===== src/rtl/axi_console_sniffer_if.sv =====
// axi_console_sniffer_if: snooped CPU-side AXI AW/W channel signals
interface axi_console_sniffer_if;
   logic         awvalid;
   logic         awready;
   logic [39:0]  awaddr;
   logic [3:0]   awlen;
   logic         wvalid;
   logic         wready;
   logic [127:0] wdata;
   logic [15:0]  wstrb;
   logic         wlast;
   modport master (output awvalid, awready, awaddr, awlen, wvalid, wready, wdata, wstrb, wlast);
   modport slave  (input  awvalid, awready, awaddr, awlen, wvalid, wready, wdata, wstrb, wlast);
endinterface


===== src/rtl/axi_console_sniffer.sv =====
// axi_console_sniffer: passive AXI write snooper extracting console characters into a FIFO, plus retire watchdog
module axi_console_sniffer #(
   parameter logic [31:0] CON_ADDR = 32'h9000_0000,
   parameter int          AWQ_DEP  = 4,
   parameter int          FIFO_DEP = 16,
   parameter int          WDOG_CYC = 50000
) (
   input  logic                   clk,
   input  logic                   rst_b,
   axi_console_sniffer_if.slave   bus,
   input  logic                   retire_i,
   input  logic                   char_ready_i,
   output logic                   char_valid_o,
   output logic [7:0]             char_data_o,
   output logic [15:0]            drop_cnt_o,
   output logic                   proto_err_o,
   output logic                   wdog_fail_o
);
   localparam int AQW = $clog2(AWQ_DEP);
   localparam int FW  = $clog2(FIFO_DEP);
   localparam int WW  = $clog2(WDOG_CYC);
   localparam logic [WW-1:0] WIN_LAST = WW'(WDOG_CYC - 1);

   logic               aw_hs, w_hs, new_hit, head_hit, head_ok, orphan;
   logic               awq_empty, awq_full, aw_push, aw_pop, aw_ovf;
   logic [AWQ_DEP-1:0] awq_q;
   logic [AQW-1:0]     awq_rd_q, awq_rd_d, awq_wr_q, awq_wr_d;
   logic [AQW:0]       awq_cnt_q, awq_cnt_d;
   logic [1:0]         lane;
   logic               lane_ok, ext;
   logic [7:0]         ch;
   logic [7:0]         fifo_q [FIFO_DEP];
   logic [FW-1:0]      f_rd_q, f_rd_d, f_wr_q, f_wr_d;
   logic [FW:0]        f_cnt_q, f_cnt_d;
   logic               f_full, f_pop, f_push, f_drop;
   logic               char_valid_q, char_valid_d;
   logic [7:0]         char_data_q, char_data_d;
   logic [15:0]        drop_cnt_q, drop_cnt_d;
   logic               perr_q, perr_d;
   logic [WW-1:0]      win_q, win_d;
   logic [31:0]        ret_q, ret_d;
   logic               wrap, wdog_q, wdog_d;
   logic               unused_awaddr;

   assign unused_awaddr = ^bus.awaddr[39:32];

   // AW queue bookkeeping: a W beat on an empty queue borrows a same-cycle AW instead of storing it
   always_comb begin
      aw_hs     = bus.awvalid & bus.awready;
      w_hs      = bus.wvalid & bus.wready;
      new_hit   = (bus.awaddr[31:0] == CON_ADDR) && (bus.awlen == 4'd0);
      awq_empty = awq_cnt_q == '0;
      awq_full  = awq_cnt_q == (AQW+1)'(AWQ_DEP);
      orphan    = w_hs & awq_empty & ~aw_hs;
      head_ok   = w_hs & ~orphan;
      head_hit  = awq_empty ? new_hit : awq_q[awq_rd_q];
      aw_pop    = head_ok & bus.wlast & ~awq_empty;
      aw_push   = aw_hs & ~(awq_empty & w_hs & bus.wlast) & (~awq_full | aw_pop);
      aw_ovf    = aw_hs & awq_full & ~aw_pop;
      awq_rd_d  = awq_rd_q + AQW'(aw_pop);
      awq_wr_d  = awq_wr_q + AQW'(aw_push);
      awq_cnt_d = awq_cnt_q + (AQW+1)'(aw_push) - (AQW+1)'(aw_pop);
      perr_d    = perr_q | orphan | aw_ovf;
   end

   // Character extraction: exactly one full 32-bit lane strobed on a console hit
   always_comb begin
      lane    = (bus.wstrb == 16'h000F) ? 2'd0 :
                (bus.wstrb == 16'h00F0) ? 2'd1 :
                (bus.wstrb == 16'h0F00) ? 2'd2 : 2'd3;
      lane_ok = bus.wstrb inside {16'h000F, 16'h00F0, 16'h0F00, 16'hF000};
      ch      = bus.wdata[{lane, 5'd0} +: 8];
      ext     = head_ok & head_hit & lane_ok;
   end

   // Character FIFO with a registered head so char_data stays put under backpressure
   always_comb begin
      f_full       = f_cnt_q == (FW+1)'(FIFO_DEP);
      f_pop        = char_valid_q & char_ready_i;
      f_push       = ext & (~f_full | f_pop);
      f_drop       = ext & f_full & ~f_pop;
      f_rd_d       = f_rd_q + FW'(f_pop);
      f_wr_d       = f_wr_q + FW'(f_push);
      f_cnt_d      = f_cnt_q + (FW+1)'(f_push) - (FW+1)'(f_pop);
      char_valid_d = f_cnt_d != '0;
      char_data_d  = (f_cnt_d == '0) ? char_data_q :
                     (f_push && f_wr_q == f_rd_d) ? ch : fifo_q[f_rd_d];
      drop_cnt_d   = drop_cnt_q + 16'(f_drop & ~&drop_cnt_q);
   end

   // Retire watchdog: a window with zero retires latches the failure flag
   always_comb begin
      wrap   = win_q == WIN_LAST;
      win_d  = wrap ? '0 : win_q + WW'(1);
      ret_d  = wrap ? '0 : ret_q + 32'(retire_i & ~&ret_q);
      wdog_d = wdog_q | (wrap & (ret_q == '0) & ~retire_i);
   end

   // Storage arrays carry no reset; occupancy counters guard every read
   always_ff @(posedge clk) begin
      if (aw_push) awq_q[awq_wr_q] <= new_hit;
      if (f_push) fifo_q[f_wr_q] <= ch;
   end

   // State registers
   always_ff @(posedge clk or negedge rst_b) begin
      if (!rst_b) begin
         awq_rd_q     <= '0;
         awq_wr_q     <= '0;
         awq_cnt_q    <= '0;
         f_rd_q       <= '0;
         f_wr_q       <= '0;
         f_cnt_q      <= '0;
         char_valid_q <= 1'b0;
         char_data_q  <= '0;
         drop_cnt_q   <= '0;
         perr_q       <= 1'b0;
         win_q        <= '0;
         ret_q        <= '0;
         wdog_q       <= 1'b0;
      end else begin
         awq_rd_q     <= awq_rd_d;
         awq_wr_q     <= awq_wr_d;
         awq_cnt_q    <= awq_cnt_d;
         f_rd_q       <= f_rd_d;
         f_wr_q       <= f_wr_d;
         f_cnt_q      <= f_cnt_d;
         char_valid_q <= char_valid_d;
         char_data_q  <= char_data_d;
         drop_cnt_q   <= drop_cnt_d;
         perr_q       <= perr_d;
         win_q        <= win_d;
         ret_q        <= ret_d;
         wdog_q       <= wdog_d;
      end
   end

   assign char_valid_o = char_valid_q;
   assign char_data_o  = char_data_q;
   assign drop_cnt_o   = drop_cnt_q;
   assign proto_err_o  = perr_q;
   assign wdog_fail_o  = wdog_q;
endmodule


===== src/flat_wrapper.sv =====
// flat-port wrapper written by rule: the top's interface ports become plain ports
module axi_console_sniffer_flat 
#(
   parameter logic [31:0] CON_ADDR = 32'h9000_0000,
   parameter int          AWQ_DEP  = 4,
   parameter int          FIFO_DEP = 16,
   parameter int          WDOG_CYC = 50000
)
  (clk, rst_b, retire_i, char_ready_i, char_valid_o, char_data_o, drop_cnt_o, proto_err_o, wdog_fail_o, bus_awvalid, bus_awready, bus_awaddr, bus_awlen, bus_wvalid, bus_wready, bus_wdata, bus_wstrb, bus_wlast);
  axi_console_sniffer_if bus_i ();
  input  logic clk;
  input  logic rst_b;
  input  logic retire_i;
  input  logic char_ready_i;
  output logic char_valid_o;
  output logic [7:0] char_data_o;
  output logic [15:0] drop_cnt_o;
  output logic proto_err_o;
  output logic wdog_fail_o;
  input wire logic [$bits(bus_i.awvalid)-1:0] bus_awvalid;
  input wire logic [$bits(bus_i.awready)-1:0] bus_awready;
  input wire logic [$bits(bus_i.awaddr)-1:0] bus_awaddr;
  input wire logic [$bits(bus_i.awlen)-1:0] bus_awlen;
  input wire logic [$bits(bus_i.wvalid)-1:0] bus_wvalid;
  input wire logic [$bits(bus_i.wready)-1:0] bus_wready;
  input wire logic [$bits(bus_i.wdata)-1:0] bus_wdata;
  input wire logic [$bits(bus_i.wstrb)-1:0] bus_wstrb;
  input wire logic [$bits(bus_i.wlast)-1:0] bus_wlast;
  assign bus_i.awvalid = bus_awvalid;
  assign bus_i.awready = bus_awready;
  assign bus_i.awaddr = bus_awaddr;
  assign bus_i.awlen = bus_awlen;
  assign bus_i.wvalid = bus_wvalid;
  assign bus_i.wready = bus_wready;
  assign bus_i.wdata = bus_wdata;
  assign bus_i.wstrb = bus_wstrb;
  assign bus_i.wlast = bus_wlast;
  axi_console_sniffer #(.CON_ADDR(CON_ADDR), .AWQ_DEP(AWQ_DEP), .FIFO_DEP(FIFO_DEP), .WDOG_CYC(WDOG_CYC)) u_core (.clk(clk), .rst_b(rst_b), .bus(bus_i), .retire_i(retire_i), .char_ready_i(char_ready_i), .char_valid_o(char_valid_o), .char_data_o(char_data_o), .drop_cnt_o(drop_cnt_o), .proto_err_o(proto_err_o), .wdog_fail_o(wdog_fail_o));
endmodule

===== config.mk =====
export PLATFORM = sky130hd
export DESIGN_NAME = axi_console_sniffer_flat
export DESIGN_NICKNAME = d
export VERILOG_FILES = /design/src/rtl/axi_console_sniffer_if.sv /design/src/rtl/axi_console_sniffer.sv /design/src/flat_wrapper.sv
export SDC_FILE = /design/constraint.sdc
export NUM_CORES = 1
export LEC_CHECK = 0
export ABC_AREA = 1
export BUFFER_PORTS_ARGS = -buffer_cell sky130_fd_sc_hd__buf_2
export CAP_MARGIN = 15
export CORE_AREA = 2 2 188 264
export CTS_CLUSTER_SIZE = 20
export DETAILED_ROUTE_END_ITERATION = 7
export DIE_AREA = 0 0 190 266
export GPL_TIMING_DRIVEN = 0
export PLACE_DENSITY_LB_ADDON = 0.2
export SYNTH_ARGS = -nofsm -noshare
export SYNTH_HDL_FRONTEND = slang
export SYNTH_SLANG_ARGS = --single-unit

===== constraint.sdc =====
create_clock -name clk -period 4.4 [get_ports clk]
set_clock_uncertainty 0.2 [all_clocks]
set_input_delay 0.88 -clock clk [delete_from_list [all_inputs] [get_ports clk]]
set_output_delay 0.88 -clock clk [all_outputs]
set_load 0.02 [all_outputs]

# Word level (Yosys, flattened, before mapping)
# Memories as Yosys holds them, arrays and structs flattened. A register that Yosys moved wholly into a read port is not among the register bits.
# Index checks and enable logic that the tools add are counted.
# op_classes
n_addsub	11
n_mul	0
div	0
magnitude_cmp	3
n_eq_ne	8
shifts	1
n_mux	13
n_bitwise	36
reduce_logical	14
# op_table
cell	count
indexed part select 128 x 8 -> 8 bit	1
adder 32 bit	1
equality test 16 bit, second input constant	2
equality test 32 bit, second input constant	1
logical NOT 32 bit	1
two-way mux 32 bit	1
AND reduction 32 bit	1
AND 1 bit	22
adder 16 x 1 -> 16 bit, second input constant	1
adder 16 bit	1
equality test 16 x 12 -> 1 bit, second input constant	1
equality test 16 x 4 -> 1 bit, second input constant	1
equality test 16 x 8 -> 1 bit, second input constant	1
two-way mux 16 bit	1
AND reduction 16 bit	1
inverter 1 bit	9
adder 4 x 1 -> 4 bit	2
less-than comparator 2 x 3 -> 1 bit, second input constant	2
two-way mux 1 bit	6
adder 5 x 1 -> 5 bit	1
equality test 5 bit, second input constant	1
logical NOT 5 bit	1
OR 1 bit	5
nonzero test 5 bit	1
other kinds (15)	21
# word_totals
register_bits	91
latch_bits	0
ramBits	128
rom_bits	0
output_inout_bits	27
n_memories	1
# mem_list
name	depth	width	rd	rd_ports_with_merged_regs	wr	line	text
u_core.fifo_q	16	8	1	1	1	axi_console_sniffer.sv:32	logic [7:0] fifo_q [FIFO_DEP];

# Logic depth before layout (Yosys ltp)
# Gate-level depths: netlist (run 1).
# logic_depth
ltp_word	12
ltp_mapped	20
depth_no_buf	20

# Worst setup path before layout (run 1)
# Ideal clock, no wire load.
# synth_timing
path_type	input to register
start	in bus_wstrb[11]
end	reg u_core.char_data_q[0] (netlist: u_core.char_data_o[0]), read port of u_core.fifo_q
setup_ps	65
t_arrival_ps	3317
required_time_ps	4135
setup_slack_ps	818
path_stages	18
n_path_buf	0
cell_sequence	nor2_1 nand2_1 nor2_2 nand2_1 nand2_4 nor2_4 nor2_8 nand3_4 inv_6 ha_1 inv_1 fa_1 o21ai_1 xor2_1 nand3_1 inv_1 nand2_1 nand2_1
# synth_via
elab_chain_len	8
word_cells_on_any_way	11
cone_classes	add/sub (2); eq/ne (4); bitwise (2); reduce/logical (3)
# synth_rtl
item	line	text
start: declaration	flat_wrapper.sv:27	input wire logic [$bits(bus_i.wstrb)-1:0] bus_wstrb;
equality test 16 x 4 -> 1 bit, or another cell as far along	axi_console_sniffer.sv:71	lane_ok = bus.wstrb inside {16'h000F, 16'h00F0, 16'h0F00, 16'hF000};
nonzero test 4 bit (*)	axi_console_sniffer.sv:71	
AND 1 bit (*)	axi_console_sniffer.sv:73	ext = head_ok & head_hit & lane_ok;
AND 1 bit (*)	axi_console_sniffer.sv:80	f_push = ext & (~f_full | f_pop);
adder 5 x 1 -> 5 bit (*)	axi_console_sniffer.sv:84	f_cnt_d = f_cnt_q + (FW+1)'(f_push) - (FW+1)'(f_pop);
subtractor 5 x 1 -> 5 bit (*)	axi_console_sniffer.sv:84	
logical NOT 5 bit (*)	axi_console_sniffer.sv:86	char_data_d = (f_cnt_d == '0) ? char_data_q :
logical NOT 1 bit (no line) (*)	-	
end: declaration	axi_console_sniffer.sv:37	logic [7:0] char_data_q, char_data_d;
# Every way passes the cells marked *; elsewhere a longest branch is shown, timed or not.
# A chain may end at the register's enable or synchronous reset.

# Worst setup path in the final report (run 1)
# layout_timing
start	in bus_wstrb[11]
end	reg u_core.char_data_q[4] (netlist: u_core.char_data_o[4]), read port of u_core.fifo_q
# Same word-level chain as after synthesis.

==> metrics.txt, run 1 <==
number of cells in the finished layout apart from fillers roughly 1.9k; sequential fraction of design power ~34%; Final Hold Vio Count 0; half-perimeter wire length after detailed placement between 20000 and 25000 um; data required time at the worst endpoint 4680 ps; Switch Pwr a little under 3 mW; total inserted antenna cells 0; count of standard-cell rows 96; count of state elements after synthesis ~230; first-pass iteration count of the detailed router 4; Net Sw Frac around two fifths; final antenna-violating net count 0; Internal Power about 4.5 mW; CP endpoint kind flop; Congestion Overflow GR 0; level count of the clock H-tree 1; DRT met1 WL roughly 12000 um; port bufs 119; footprint of the flip-flops and latches between 0.006 and 0.007 mm2; worst-case setup margin in the final layout 491 ps; netlist area before placement around 0.011 mm2; static power due to leakage 5.51 nW; post-synthesis average cell area 9.64 um2; Placed Instances 1893; core occupancy in the finished layout between 20% and 30%; cell at the root of the clock tree sky130_fd_sc_hd__clkbuf_16; Post-Syn Instances 1136; clk_lat worst skew roughly 540 ps; run status complete, no violations; number of setup violations in the final report 0; Layout area overhead 20.5%; Post-CTS Repair Setup Buffers 0; area occupied by multi-input gates between 0.003 and 0.004 mm2; fin nets 1502; share of synthesized area spent on multiplexers 0%; wire length of the first global-routing pass between 40000 and 50000 um; largest net degree at the start of global routing 57; worst setup path class primary input to flop; Hold Crit Class primary input to asynchronous set/reset pin; top metal layer carrying routed signals met4; adder-cell share of the synthesized area approximately 2.5%; effective utilization at floorplan a little under a quarter; CTS Hold Bufs 0; clk buf depth 3; unrepaired setup endpoints after global routing false; dominant cells by area after synthesis sky130_fd_sc_hd__edfxtp_1, sky130_fd_sc_hd__dfrtp_1, sky130_fd_sc_hd__nand2_1; Crit. path cell count 19; DRC violations left 0; critical path peak fanout 10; maximum frequency from static timing analysis around 260 MHz; met3 wire len between 900 and 1000 um; wire length on met2 between 15000 and 20000 um; number of violations of the max-capacitance limit 0; fraction of final layout cells with drive strength greater than 1 between 10% and 20%; Top Family by Delay on Critical Path simple AND/OR/NAND/NOR gates; max-slew violation count 0; power after layout about 7.5 mW; total number of clock tree sinks about 230; number of vias after detailed routing around 8.2k; clock-pin slew reported for the worst setup and hold paths after clock tree synthesis approximately 60 ps; antenna violations before repair 0; area share of the leading cell type in the synthesized netlist 36.2%; per-cell via count in the routed design 4.20; peak supply drop 0.295 mV; sum of negative setup slack 0 ps; fraction of the mapped netlist area in compound gates under 10%; overall routed net length about 30000 um; power density relative to cell area about 570 mW/mm2; sequential area share after synthesis between 50 and 60%; Unique masters post-synth 48; ports placed on the boundary roughly 220; critical path's largest stage delay about 500 ps; xor/xnor cell area share of the yosys netlist under 10%; post-synth net total 1354; data arrival at the endpoint of the critical path between 4000 and 5000 ps; final critical path time including I/O delays and setup 3910 ps; via count of the first global-routing pass 8476; DP Worst Slack -175 ps; dominant combinational cell family by area after synthesis simple AND/OR/NAND/NOR gates; kind of launch point of the worst setup path primary input; Clock power frac approximately 28%; overall die height approximately 270 um; Critical-path top delay cell sky130_fd_sc_hd__inv_1; final worst-path cycle share 88.8%; part of the power in combinational logic 37.6%; routability cong. between 0.8 and 0.9; area of the core region between 0.04 and 0.05 mm2; Post-CTS Resized 0; routed length per instance approximately 15 um; number of clock buffers inserted by TritonCTS 26; actual transition at the worst max-transition pin between 800 and 900 ps; cells along the critical path buf_2 -> nor2_1 -> nand2_1 -> nor2_2 -> nand2_1 -> nand2_4 -> nor2_4 -> nor2_8 -> nand3_4 -> inv_6 -> ha_1 -> inv_1 -> fa_1 -> o21ai_1 -> xor2_1 -> nand3_1 -> inv_1 -> nand2_1 -> nand2_1; CTS tree built; CP Buf/Inv Count 4; number of synthesis warnings 0; post-synth top area cell sky130_fd_sc_hd__edfxtp_1; most used cell along the critical path sky130_fd_sc_hd__nand2_1; number of DRC violations after detailed-routing iteration 0 approximately 420; global router's overall resource usage between 10% and 20%; Synth Area in Simple Gates between 20% and 30%; Die Span X between 150 and 200 um; floorplan die area just over 0.05 mm2; worst-case reg-to-reg path depth 16; number of inserted filler cells in the final layout slightly above 5k; tightest slew margin relative to the limit 41.6%
==> layer usage <==
layer	vias up	GRT usage [%]
li1	4115	-
met1	3871	13.3
met2	107	22.4
met3	60	1.67
met4	0	5.03
met5	-	0
==> through the flow <==
stage                     instance area, um2  hold WS (ps)
after detailed placement               12400           254
after floorplan                        10900           233
after CTS                              13200           154
after global placement                 12300           249
final                                  13200           154
after global routing                   13200           186
==> worst paths after layout <==
kind                                                from                                 to  slack [ps]
hold / removal                                     rst_b          u_core.win_q[1]$_DFF_PN0_         150
setup reg to reg           u_core.awq_cnt_q[1]$_DFF_PN0_  u_core.char_data_o[4]$_DFFE_PN0P_         590
max in group asynchronous                          rst_b         u_core.f_wr_q[2]$_DFF_PN0_        3100
min in group clk               u_core.win_q[0]$_DFF_PN0_          u_core.win_q[0]$_DFF_PN0_         260
setup / recovery                           bus_wstrb[11]  u_core.char_data_o[4]$_DFFE_PN0P_         490
hold reg to reg                u_core.win_q[0]$_DFF_PN0_          u_core.win_q[0]$_DFF_PN0_         260
==> kinds of logic after synthesis <==
logic type / Yosys count
buffers and inverters: 168
DFF: 227
AOI/OAI and AO/OA: 178
adders and majority gates: 21
and+or+nand+nor: 505
xor gates and xnor gates: 37
==> power groups by stage <==
stage          Clock (mW)  Sequential, mW  Combinational, mW
2_1_floorplan           0            2.63               1.79
3_3_place_gp            0            2.60               2.85
3_5_place_dp            0            2.60               2.86
4_1_cts              2.17            2.56               2.86
5_1_grt              2.25            2.59               3.19
6_report             2.09            2.56               2.80
==> Yosys cell counts, drive strengths merged <==
library cell and count:
nand4 22, nor2 190, a211oi 2, nor3b 1
nor3 29, dfrtp 95, xor2 27, nand2 201
a31oi 3, nand3b 1, a21oi 25, and2 1
a2bb2oi 1, a221oi 1, xnor2 10, edfxtp 132
clkbuf 17, o22ai 16, nor4 12, ha 19
fa 2, buf 11, inv 138, o211ai 25
clkinv 2, o21a 2, a31o 1, o21ai 102
nand3 48
==> flip-flops by register name (all words and copies together) (netlist names) <==
register             flops
u_core.ret_q            32
u_core.drop_cnt_o       16
u_core.f_rd_q            4
u_core.awq_q             4
u_core.char_valid_o      1
u_core.f_wr_q            4
u_core.proto_err_o       1
u_core.awq_rd_q          2
u_core.fifo_q          128
u_core.awq_cnt_q         3
u_core.wdog_fail_o       1
u_core.f_cnt_q           5
u_core.char_data_o       8
u_core.win_q            16
u_core.awq_wr_q          2
==> cell type report <==
| class | count | share of cell area (%) |
|---|---|---|
| Buffer | 28 | 1.02 |
| Clock buffer | 35 | 5.58 |
| Clock inverter | 12 | 0.664 |
| Inverter | 140 | 4.02 |
| Multi-Input combinational cell | 741 | 29.9 |
| Sequential cell | 227 | 48.1 |
| Tap cell | 637 | 6.04 |
| Timing Repair Buffer | 120 | 4.74 |
==> cells in the final DEF, fill, tap and decap left out, types with 11 or more instances in the layout <==
master | netlist | routed
sky130_fd_sc_hd__dfrtp_1 | 95 | 95
sky130_fd_sc_hd__ha_1 | 19 | 19
sky130_fd_sc_hd__nor2_1 | 177 | 177
sky130_fd_sc_hd__o21ai_0 | 78 | 78
sky130_fd_sc_hd__o22ai_1 | 16 | 16
sky130_fd_sc_hd__nor4_1 | 11 | 11
sky130_fd_sc_hd__a21oi_1 | 25 | 25
sky130_fd_sc_hd__buf_2 | 8 | 126
sky130_fd_sc_hd__nand2_1 | 194 | 194
sky130_fd_sc_hd__clkbuf_16 | 0 | 27
sky130_fd_sc_hd__o211ai_1 | 25 | 25
sky130_fd_sc_hd__inv_1 | 123 | 123
sky130_fd_sc_hd__o21ai_1 | 23 | 23
sky130_fd_sc_hd__inv_2 | 14 | 14
sky130_fd_sc_hd__xor2_1 | 27 | 27
sky130_fd_sc_hd__nand4_1 | 21 | 21
sky130_fd_sc_hd__clkbuf_1 | 16 | 21
sky130_fd_sc_hd__nor3_1 | 24 | 24
sky130_fd_sc_hd__nand3_1 | 40 | 40
sky130_fd_sc_hd__edfxtp_1 | 132 | 132
(Power assumes the default switching activity.)
==> run 2: changes to the inputs <==
PLACE_DENSITY = 0.5   (was unset)
PLACE_DENSITY_LB_ADDON = unset   (was 0.2)
REMOVE_ABC_BUFFERS = 1   (was unset)
clock period = 3.4 ns   (was 4.4 ns; I/O delays follow)
==> run 2 against run 1 <==
Non-clock buffer count is 13 lower; wire length is 5.6% lower; cell count is 0.98% lower; worst setup slack worse by 330 ps; sequential share of layout area is 0.20 points lower; clock power is 24% higher; critical path depth stayed put; via count is 0.88% higher; largest power group unchanged.
==> metrics.txt, run 2 (synthesis gave the netlist of run 1 again) <==
run status complete, no violations; area of the core region 0.0484 mm2; largest net degree at the start of global routing 65; antenna violations before repair 0; ports placed on the boundary roughly 220; commonest non-fill, non-tap cells in the layout sky130_fd_sc_hd__nand2_1, sky130_fd_sc_hd__nor2_1, sky130_fd_sc_hd__edfxtp_1; power density relative to cell area 722 mW/mm2; largest registers u_core.fifo_q: 128 flops, u_core.ret_q: 32 flops; footprint of the flip-flops and latches about 0.0063 mm2; wire length of the first global-routing pass 44300 um; Layout area overhead 21.0%; number of setup violations in the final report 0; maximum frequency from static timing analysis about 310 MHz; floorplan die area roughly 0.051 mm2; Biggest register u_core.fifo_q; number of cells in the finished layout apart from fillers 1921; leading cell type in the layout, fill and taps excluded sky130_fd_sc_hd__nand2_1; overall routed net length approximately 28000 um; Min Hold Slack around 260 ps; DRC violations left 0; global router's overall resource usage ~11%; port bufs about 120; number of clock buffers inserted by TritonCTS 23; level count of the clock H-tree 1; count of standard-cell rows 96; Congestion Overflow GR 0; Final Hold Vio Count 0; fin nets 1486; final worst-path cycle share between 90 and 100%; static power due to leakage approximately 5.5 nW; kind of launch point of the worst setup path primary input; Die Span X about 190 um; final antenna-violating net count 0; fraction of final layout cells with drive strength greater than 1 around 18%; peak supply drop about 0.56 mV; number of violations of the max-capacitance limit 0; data required time at the worst endpoint ~3600 ps; DP Worst Slack -1200 ps; actual transition at the worst max-transition pin 1040 ps; Placed Instances 1868; number of vias after detailed routing 8225; area occupied by multi-input gates 0.00401 mm2; number of inserted filler cells in the final layout approximately 5.1k; total number of clock tree sinks 227; worst-case setup margin in the final layout roughly 160 ps; per-cell via count in the routed design roughly 4.3; routability cong. slightly below 0.8; number of DRC violations after detailed-routing iteration 0 458; Hold Crit Class flop to flop; cell at the root of the clock tree sky130_fd_sc_hd__clkbuf_16; first-pass iteration count of the detailed router 4; clk buf depth 3; core occupancy in the finished layout a little over a quarter; CTS tree built; total inserted antenna cells 0; max-slew violation count 0; effective utilization at floorplan a little under a quarter; CP endpoint kind flop; worst setup path class primary input to flop; clk_lat worst skew a little over 500 ps; flip-flop count of the largest register, all copies and words added 128; data arrival at the endpoint of the critical path 3450 ps; half-perimeter wire length after detailed placement roughly 20000 um; overall die height between 200 and 300 um; routed length per instance around 15 um; final critical path time including I/O delays and setup between 3000 and 4000 ps; critical path peak fanout 6; tightest slew margin relative to the limit between 30% and 40%; clock-pin slew reported for the worst setup and hold paths after clock tree synthesis approximately 60 ps; via count of the first global-routing pass 8214
## run 2: critical path, stage by stage
cell,delay (ps)
sky130_fd_sc_hd__buf_2,100
sky130_fd_sc_hd__nor2_1,130
sky130_fd_sc_hd__nand2_2,110
sky130_fd_sc_hd__nor2_4,180
sky130_fd_sc_hd__nand2_1,110
sky130_fd_sc_hd__nand2_1,120
sky130_fd_sc_hd__nor2_4,60
sky130_fd_sc_hd__nor2_8,120
sky130_fd_sc_hd__nand3_4,140
sky130_fd_sc_hd__inv_8,80
sky130_fd_sc_hd__ha_1,170
sky130_fd_sc_hd__inv_1,60
sky130_fd_sc_hd__fa_1,410
sky130_fd_sc_hd__o21ai_2,190
sky130_fd_sc_hd__xor2_1,250
sky130_fd_sc_hd__nand3_2,180
sky130_fd_sc_hd__buf_4,210
sky130_fd_sc_hd__nand3_1,90
sky130_fd_sc_hd__nand2_1,50
## run 2: worst paths after layout
kind	cells after the start	start	to	slack, ps
max in group asynchronous	3	rst_b	u_core.drop_cnt_o[1]$_DFF_PN0_	1780
setup reg to reg	16	u_core.awq_cnt_q[2]$_DFF_PN0_	u_core.char_data_o[3]$_DFFE_PN0P_	170
setup / recovery	19	bus_wstrb[2]	u_core.char_data_o[3]$_DFFE_PN0P_	160
hold reg to reg	1	u_core.win_q[0]$_DFF_PN0_	u_core.win_q[0]$_DFF_PN0_	260
min in group asynchronous	2	rst_b	u_core.ret_q[7]$_DFF_PN0_	510
hold / removal	1	u_core.win_q[0]$_DFF_PN0_	u_core.win_q[0]$_DFF_PN0_	260
## run 2: metrics by stage
step	cell area [um2]	TNS (ps)	total power, mW
after floorplan	10800	-1630	5.60
after global placement	12200	-70920	6.69
after detailed placement	12300	-69280	6.86
after CTS	13100	0	9.53
after global routing	13200	-72.4	10.2
final	13200	0	9.57
## run 2: final cells by class
cell class | count | share of cell area [%]
inverters | 140 | 4.07
repair buffers | 135 | 6.03
flip-flops and latches | 227 | 47.9
clock buffers | 31 | 4.96
multi-input cells | 741 | 30.2
well taps | 637 | 6.02
clock inverters | 10 | 0.822
## run 2: report_power, final
group	total [mW]	leakage (nW)	switching [mW]	internal (mW)
Clock	2.59	0.373	1.08	1.51
Combinational	3.66	2.73	2.33	1.32
Sequential	3.32	2.40	0.173	3.15
## run 2: what timing repair did
action	CTS	global route
setup buffers	4	7
gates resized for setup	8	10
setup endpoints to repair	11	11
pin swaps	3	4
endpoints found under the hold margin	42	0
hold buffers	1	0
## run 2: layer usage
metal  share of wire, %  GRT usage, %  up-vias  wire length (um)
met4                3.1          4.04        0               866
met2                 52          20.6      179             14500
met5                  0             0        -                 0
met1                 42          13.2     3929             11700
met3                3.6          1.20       44              1020
li1                   -             -     4073                 -
